File: src/rtl/plic_seq_pkg.sv
// Shared types and constants for the PLIC claim/complete sequencer.
package plic_seq_pkg;

  typedef enum logic [2:0] {
    S_IDLE,
    S_CLAIM_REQ,
    S_CLAIM_RESP,
    S_DELIVER,
    S_WAIT_EOI,
    S_CMPL_REQ,
    S_CMPL_RESP
  } seq_state_t;

  localparam logic [2:0] TL_GET      = 3'd4;
  localparam logic [2:0] TL_PUT_FULL = 3'd0;
  localparam logic [2:0] TL_ACK      = 3'd0;
  localparam logic [2:0] TL_ACK_DATA = 3'd1;

  localparam logic [27:0] CLAIM_OFFSET   = 28'h200004;
  localparam logic [27:0] CONTEXT_STRIDE = 28'h1000;

  function automatic logic [27:0] claim_addr(input logic [27:0] base, input int unsigned ctx);
    return base + CLAIM_OFFSET + 28'(ctx) * CONTEXT_STRIDE;
  endfunction

endpackage

File: src/rtl/plic_seq_watchdog.sv
// D-response watchdog; only built when PLIC_CLAIM_SEQ_TIMEOUT_EN is defined.
`ifdef PLIC_CLAIM_SEQ_TIMEOUT_EN
module plic_seq_watchdog #(
  parameter int unsigned LIMIT = 1024
) (
  input  logic i_clock,
  input  logic i_reset,
  input  logic i_run,
  input  logic i_clear,
  output logic o_expired
);

  logic [15:0] r_count;

  // Count k is held k cycles after entry, so expiry fires on the LIMIT-th cycle.
  assign o_expired = i_run && (r_count >= 16'(LIMIT - 1));

  always_ff @(posedge i_clock) begin
    if (i_reset || i_clear) begin
      r_count <= '0;
    end else if (i_run && !o_expired) begin
      r_count <= r_count + 16'd1;
    end
  end

endmodule
`endif

File: src/rtl/plic_claim_sequencer.sv
// Hardware claim/complete sequencer for one PLIC context (TileLink-UL client).
// Optional D-response watchdog enabled by defining PLIC_CLAIM_SEQ_TIMEOUT_EN.
module plic_claim_sequencer
  import plic_seq_pkg::*;
#(
  parameter logic [27:0] BASE_ADDR      = 28'hC000000,
  parameter int unsigned CONTEXT        = 0,
  parameter logic [8:0]  SOURCE_ID      = 9'h1FF,
  parameter int unsigned TIMEOUT_CYCLES = 1024
) (
  input  logic        clock,
  input  logic        reset,
  input  logic        enable,
  input  logic        int_in,
  input  logic        a_ready,
  output logic        a_valid,
  output logic [2:0]  a_bits_opcode,
  output logic [2:0]  a_bits_param,
  output logic [1:0]  a_bits_size,
  output logic [8:0]  a_bits_source,
  output logic [27:0] a_bits_address,
  output logic [7:0]  a_bits_mask,
  output logic [63:0] a_bits_data,
  output logic        a_bits_corrupt,
  output logic        d_ready,
  input  logic        d_valid,
  input  logic [2:0]  d_bits_opcode,
  input  logic        d_bits_denied,
  input  logic [63:0] d_bits_data,
  output logic        id_valid,
  input  logic        id_ready,
  output logic [31:0] id,
  input  logic        eoi,
  output logic        busy,
  output logic [7:0]  spurious_cnt,
  output logic        err_denied,
  output logic        err_timeout
);

  localparam logic [27:0] REG_ADDR = claim_addr(BASE_ADDR, CONTEXT);

  seq_state_t  r_state;
  seq_state_t  w_next_state;
  logic [31:0] r_id;
  logic [7:0]  r_spurious_cnt;
  logic        r_err_denied;
  logic [31:0] w_claim_id;
  logic        w_d_fire;
  logic        w_timeout;

  assign w_claim_id = d_bits_data[63:32];
  assign w_d_fire   = d_ready && d_valid;

  // Response opcode and lower data word carry nothing this block acts on.
  logic w_unused;
  assign w_unused = ^{d_bits_opcode, d_bits_data[31:0]};

`ifdef PLIC_CLAIM_SEQ_TIMEOUT_EN
  logic w_wd_run;
  logic w_wd_clear;
  logic r_err_timeout;

  assign w_wd_run   = (r_state == S_CLAIM_RESP) || (r_state == S_CMPL_RESP);
  assign w_wd_clear = (w_next_state != r_state);

  plic_seq_watchdog #(
    .LIMIT(TIMEOUT_CYCLES)
  ) u_watchdog (
    .i_clock  (clock),
    .i_reset  (reset),
    .i_run    (w_wd_run),
    .i_clear  (w_wd_clear),
    .o_expired(w_timeout)
  );

  always_ff @(posedge clock) begin
    if (reset) begin
      r_err_timeout <= 1'b0;
    end else if (w_timeout && !d_valid) begin
      r_err_timeout <= 1'b1;
    end
  end

  assign err_timeout = r_err_timeout;
`else
  logic [15:0] w_unused_timeout;
  assign w_unused_timeout = 16'(TIMEOUT_CYCLES);
  assign w_timeout        = 1'b0;
  assign err_timeout      = 1'b0;
`endif

  // State register
  always_ff @(posedge clock) begin
    if (reset) begin
      r_state <= S_IDLE;
    end else begin
      r_state <= w_next_state;
    end
  end

  // Next-state logic; a real D beat takes priority over a coincident timeout
  always_comb begin
    w_next_state = r_state;
    case (r_state)
      S_IDLE: begin
        if (enable && int_in) w_next_state = S_CLAIM_REQ;
      end
      S_CLAIM_REQ: begin
        if (a_ready) w_next_state = S_CLAIM_RESP;
      end
      S_CLAIM_RESP: begin
        if (d_valid) begin
          if (d_bits_denied || (w_claim_id == '0)) w_next_state = S_IDLE;
          else                                     w_next_state = S_DELIVER;
        end else if (w_timeout) begin
          w_next_state = S_IDLE;
        end
      end
      S_DELIVER: begin
        if (id_ready) w_next_state = S_WAIT_EOI;
      end
      S_WAIT_EOI: begin
        if (eoi) w_next_state = S_CMPL_REQ;
      end
      S_CMPL_REQ: begin
        if (a_ready) w_next_state = S_CMPL_RESP;
      end
      S_CMPL_RESP: begin
        if (d_valid || w_timeout) w_next_state = S_IDLE;
      end
      default: w_next_state = S_IDLE;
    endcase
  end

  // Outputs; A fields are zero whenever no request is presented
  always_comb begin
    a_valid        = 1'b0;
    a_bits_opcode  = '0;
    a_bits_size    = '0;
    a_bits_address = '0;
    a_bits_mask    = '0;
    a_bits_data    = '0;
    d_ready        = 1'b0;
    id_valid       = 1'b0;
    case (r_state)
      S_CLAIM_REQ: begin
        a_valid        = 1'b1;
        a_bits_opcode  = TL_GET;
        a_bits_size    = 2'd2;
        a_bits_address = REG_ADDR;
        a_bits_mask    = 8'hF0;
      end
      S_CMPL_REQ: begin
        a_valid        = 1'b1;
        a_bits_opcode  = TL_PUT_FULL;
        a_bits_size    = 2'd2;
        a_bits_address = REG_ADDR;
        a_bits_mask    = 8'hF0;
        a_bits_data    = {r_id, 32'h0};
      end
      S_CLAIM_RESP, S_CMPL_RESP: d_ready  = 1'b1;
      S_DELIVER:                 id_valid = 1'b1;
      default: ;
    endcase
  end

  // Claimed ID, spurious counter and sticky denied flag
  always_ff @(posedge clock) begin
    if (reset) begin
      r_id           <= '0;
      r_spurious_cnt <= '0;
      r_err_denied   <= 1'b0;
    end else if (w_d_fire) begin
      if (d_bits_denied) r_err_denied <= 1'b1;
      if (r_state == S_CLAIM_RESP) begin
        r_id <= w_claim_id;
        if (!d_bits_denied && (w_claim_id == '0) && (r_spurious_cnt != '1)) begin
          r_spurious_cnt <= r_spurious_cnt + 8'd1;
        end
      end
    end
  end

  assign a_bits_param   = '0;
  assign a_bits_source  = SOURCE_ID;
  assign a_bits_corrupt = 1'b0;
  assign id             = r_id;
  assign busy           = (r_state != S_IDLE);
  assign spurious_cnt   = r_spurious_cnt;
  assign err_denied     = r_err_denied;

endmodule

File: config.mk
export PLATFORM = sky130hd
export DESIGN_NAME = plic_claim_sequencer
export DESIGN_NICKNAME = d
export VERILOG_FILES = /design/src/rtl/plic_seq_pkg.sv /design/src/rtl/plic_seq_watchdog.sv /design/src/rtl/plic_claim_sequencer.sv
export SDC_FILE = /design/constraint.sdc
export NUM_CORES = 1
export LEC_CHECK = 0
export BUFFER_PORTS_ARGS = -buffer_cell sky130_fd_sc_hd__buf_2
export CORE_MARGIN = 8
export CORE_UTILIZATION = 35
export CTS_BUF_LIST = sky130_fd_sc_hd__clkbuf_8
export DETAILED_ROUTE_END_ITERATION = 7
export GPL_TIMING_DRIVEN = 0
export HOLD_SLACK_MARGIN = 0.1
export PLACE_DENSITY_LB_ADDON = 0.25
export SYNTH_ARGS = -nofsm -noshare
export SYNTH_HDL_FRONTEND = slang
export SYNTH_HIERARCHICAL = 1
export SYNTH_SLANG_ARGS = --single-unit
File: constraint.sdc
create_clock -name clock -period 1.8 [get_ports clock]
set_clock_uncertainty 0.05 [all_clocks]
set_input_delay 0.36 -clock clock [delete_from_list [all_inputs] [get_ports clock]]
set_output_delay 0.36 -clock clock [all_outputs]
set_load 0.03 [all_outputs]
==> results.json <==
{
  "outcome": "finished, violations left",
  "violations": "setup timing",
  "worstSetupStartpointType": "flip-flop",
  "clk_path_buf_depth": 2,
  "rows": 32,
  "yosys.cell_count.top_type": "buf_4",
  "worstSetupEndpointType": "output port",
  "syn2layout_area_growth_pct": 71.4,
  "min_path_cells": 3,
  "ys_warn_count": 6,
  "synth.area.top_cells": "dfxtp_1, buf_4, nand2_1",
  "r2r_slack_ns": -0.02,
  "antenna_found_initial": 0,
  "reg2reg_from": "spurious_cnt[0]$_SDFFE_PP0P_",
  "die_w_um": 103,
  "core_area_um2": 7570,
  "dieArea_um2": 10700,
  "fin_util": 0.606,
  "critPathMaxStageDelay_ns": 0.36,
  "vias": 2897,
  "synth_simple_gate_area_frac": 0.269,
  "worst_ep_required_time_ns": 1.39,
  "cts_htree_levels": 2,
  "yosys.area.top_type": "dfxtp_1",
  "p_leak_nw": 2.29,
  "tightest_slew_ns": 0.531,
  "crit_buf_inv": 4,
  "cts_tree": "yes",
  "min_path_type": "in2reg",
  "worst_r2r_endpoint": "spurious_cnt[3]$_SDFFE_PP0P_",
  "nets": 653,
  "drive_gt1_frac": 0.523,
  "layout.area.seq_um2": 893,
  "pre_cts_slack_ns": -0.563,
  "firstDrtPassIters": 4,
  "fmax_mhz": 523,
  "remaining_drc_errors": 0,
  "rsz0062_at_grt": "true",
  "ys_ff_latch": 44,
  "synthAdderAreaFrac": 0.00468,
  "path_class": "reg2out",
  "maxSlewViolCount": 0,
  "netlist.area_leader.share": 0.329,
  "grt_overflow": 0,
  "die_h_um": 103,
  "port_buffers": 126,
  "ir_drop_mv": 0.319,
  "dp_hpwl_um": 7160,
  "synth_top_family_by_area": "buffers and inverters",
  "synth_xor_area_frac": 0.0131,
  "gp_congestion": 0.777,
  "min_to": "id[5]$_SDFFE_PP0P_",
  "synthMuxAreaShare": 0.00795,
  "synth_common_cells": "buf_4, nand2_1, dfxtp_1",
  "totalWireLength_um": 9570,
  "setup_tns_ns": -3.25,
  "yosysSeqAreaShare": 0.329,
  "grt.total_usage": 0.160,
  "num_io_pins": 240,
  "setup_ws_ns": -0.111,
  "multi_input_comb_area_um2": 1610,
  "worstHoldStart": "d_bits_data[37]",
  "avgSynthCellArea_um2": 7.52,
  "grt_max_degree": 17,
  "cp_slowest_cell": "dfxtp_2",
  "fillCellCount": 685,
  "synth_edf_count": 0,
  "whs_ns": 0.259,
  "drt-vias-per-instance": 4.27,
  "first_iter_violations": 80,
  "postSynthCellCount": 356,
  "cp.arrival_ns": 1.50,
  "synth_top_flop_cell": "dfxtp_1",
  "crit_fanout": 8,
  "grt_first_pass_wirelength_um": 13600,
  "clk_latency_ns": 0.30,
  "setup_viol_count_final": 43,
  "async_reset_ff_frac": 0,
  "route.antenna.remaining_nets": 0,
  "synth.distinct_cells": 35,
  "hold_viol_final": 0,
  "rr_worst_depth": 6,
  "fin_crit_ns": 1.91,
  "fin_crit_sh": 1.06,
  "final_cell_area_um2": 4590,
  "relSlewSlack": 0.646,
  "drv_cap": 0,
  "start_util": 0.354,
  "netlist_area_um2": 2680,
  "first_global_vias": 2766,
  "cp_cell_sequence": "buf_8 > nor2b_4 > buf_12 > clkbuf_16 > and3_4 > buf_6",
  "wl_per_cell_um": 14.1,
  "clock_sinks": 44,
  "cts-root-buf": "clkbuf_8",
  "cts_inserted_buffers": 5,
  "place_area_um2": 3850,
  "cellPowerDensity_nw_per_um2": 619,
  "clk_pin_slew_ns": 0.10,
  "ctsHoldBuffers": 0,
  "synth_compound_area_frac": 0.0982,
  "num_antenna_cells": 0,
  "cp_top_family": "buffers and inverters"
}
==> where the power goes <==
group          leakage [nW]  switching, mW  internal, mW
Clock                0.0491          0.376         0.286
Sequential            0.358         0.0223          1.00
Combinational          1.88          0.679         0.477
Total                  2.29           1.08          1.76
==> cell usage in the layout, fill, tap and decap left out, types with 2 or more instances in the layout <==
master,n
buf_4,94
buf_2,81
conb_1,77
nand2_1,67
buf_6,47
dfxtp_1,40
a21oi_1,39
and3_4,20
and3_2,12
nor2_1,10
nor4_2,8
clkbuf_1,8
clkbuf_8,6
buf_8,5
clkbuf_4,4
nand4_1,4
xnor2_1,4
inv_1,3
nor4_4,3
clkbuf_2,3
dfxtp_4,3
nor2b_4,2
o21ai_0,2
nor2b_1,2
nand2b_1,2
nand3_1,2
a21oi_2,2
inv_6,2
==> flip-flops by register name, indices dropped and copies added (netlist names) <==
name,count
err_denied,1
spurious_cnt,8
id,32
r_state,3
==> worst max path at each step <==
stage / start / end / slack (ns) / cells past startpoint
final: r_state[0]$_SDFFE_PP0P_ / a_bits_data[60] / -0.11 / 6
after global routing: r_state[0]$_SDFFE_PP0P_ / a_bits_data[60] / -0.16 / 6
after floorplan: spurious_cnt[1]$_SDFFE_PP0P_ / spurious_cnt[3]$_SDFFE_PP0P_ / -0.10 / 6
after CTS: r_state[0]$_SDFFE_PP0P_ / a_bits_data[52] / -0.14 / 6
after global placement: d_bits_data[48] / spurious_cnt[3]$_SDFFE_PP0P_ / -0.56 / 6
after detailed placement: d_bits_data[48] / spurious_cnt[3]$_SDFFE_PP0P_ / -0.56 / 6
==> worst reg2reg max path: cells and delay by family (launching register included) <==
family                     cells  cell delay [ns]
muxes                          1             0.32
adders and majority gates      1             0.17
and+or+nand+nor                3             0.43
AOI/OAI and AO/OA              1             0.36
DFF                            1             0.38
==> through the flow <==
step	total power, mW	std cells
after floorplan	1.76	431
after global placement	1.95	659
after detailed placement	1.96	659
after CTS	2.79	676
after global routing	2.97	679
final	2.84	679
==> cell families after synthesis <==
group,count (synthesis)
adder cells (fa/ha/maj),1
AO/OA/AOI/OAI,49
AND/OR/NAND/NOR,144
other,2
multiplexers,2
buffers and inverters,110
XOR/XNOR,4
flip-flops,44
==> per-layer routing <==
metal	GRT usage	wire, µm	vias up
met5	0	0	-
met4	0.0400	93	0
met3	0.0535	1080	7
met2	0.282	4780	136
met1	0.180	3610	1288
li1	-	-	1466
==> area by class of cell <==
class | count | area share
repair buffers | 138 | 0.226
well taps | 102 | 0.0278
inverters | 3 | 0.00245
clock inverters | 3 | 0.00573
multi-input cells | 277 | 0.351
flip-flops and latches | 44 | 0.195
plain buffers | 107 | 0.178
clock buffers | 5 | 0.0150
==> timing repair <==
action                     CTS  global route
pin swaps                    4             2
cloned                       2             1
resized for setup          125            40
setup buffers                7             2
setup endpoints to repair   84            73
(Power assumes the default switching activity.)
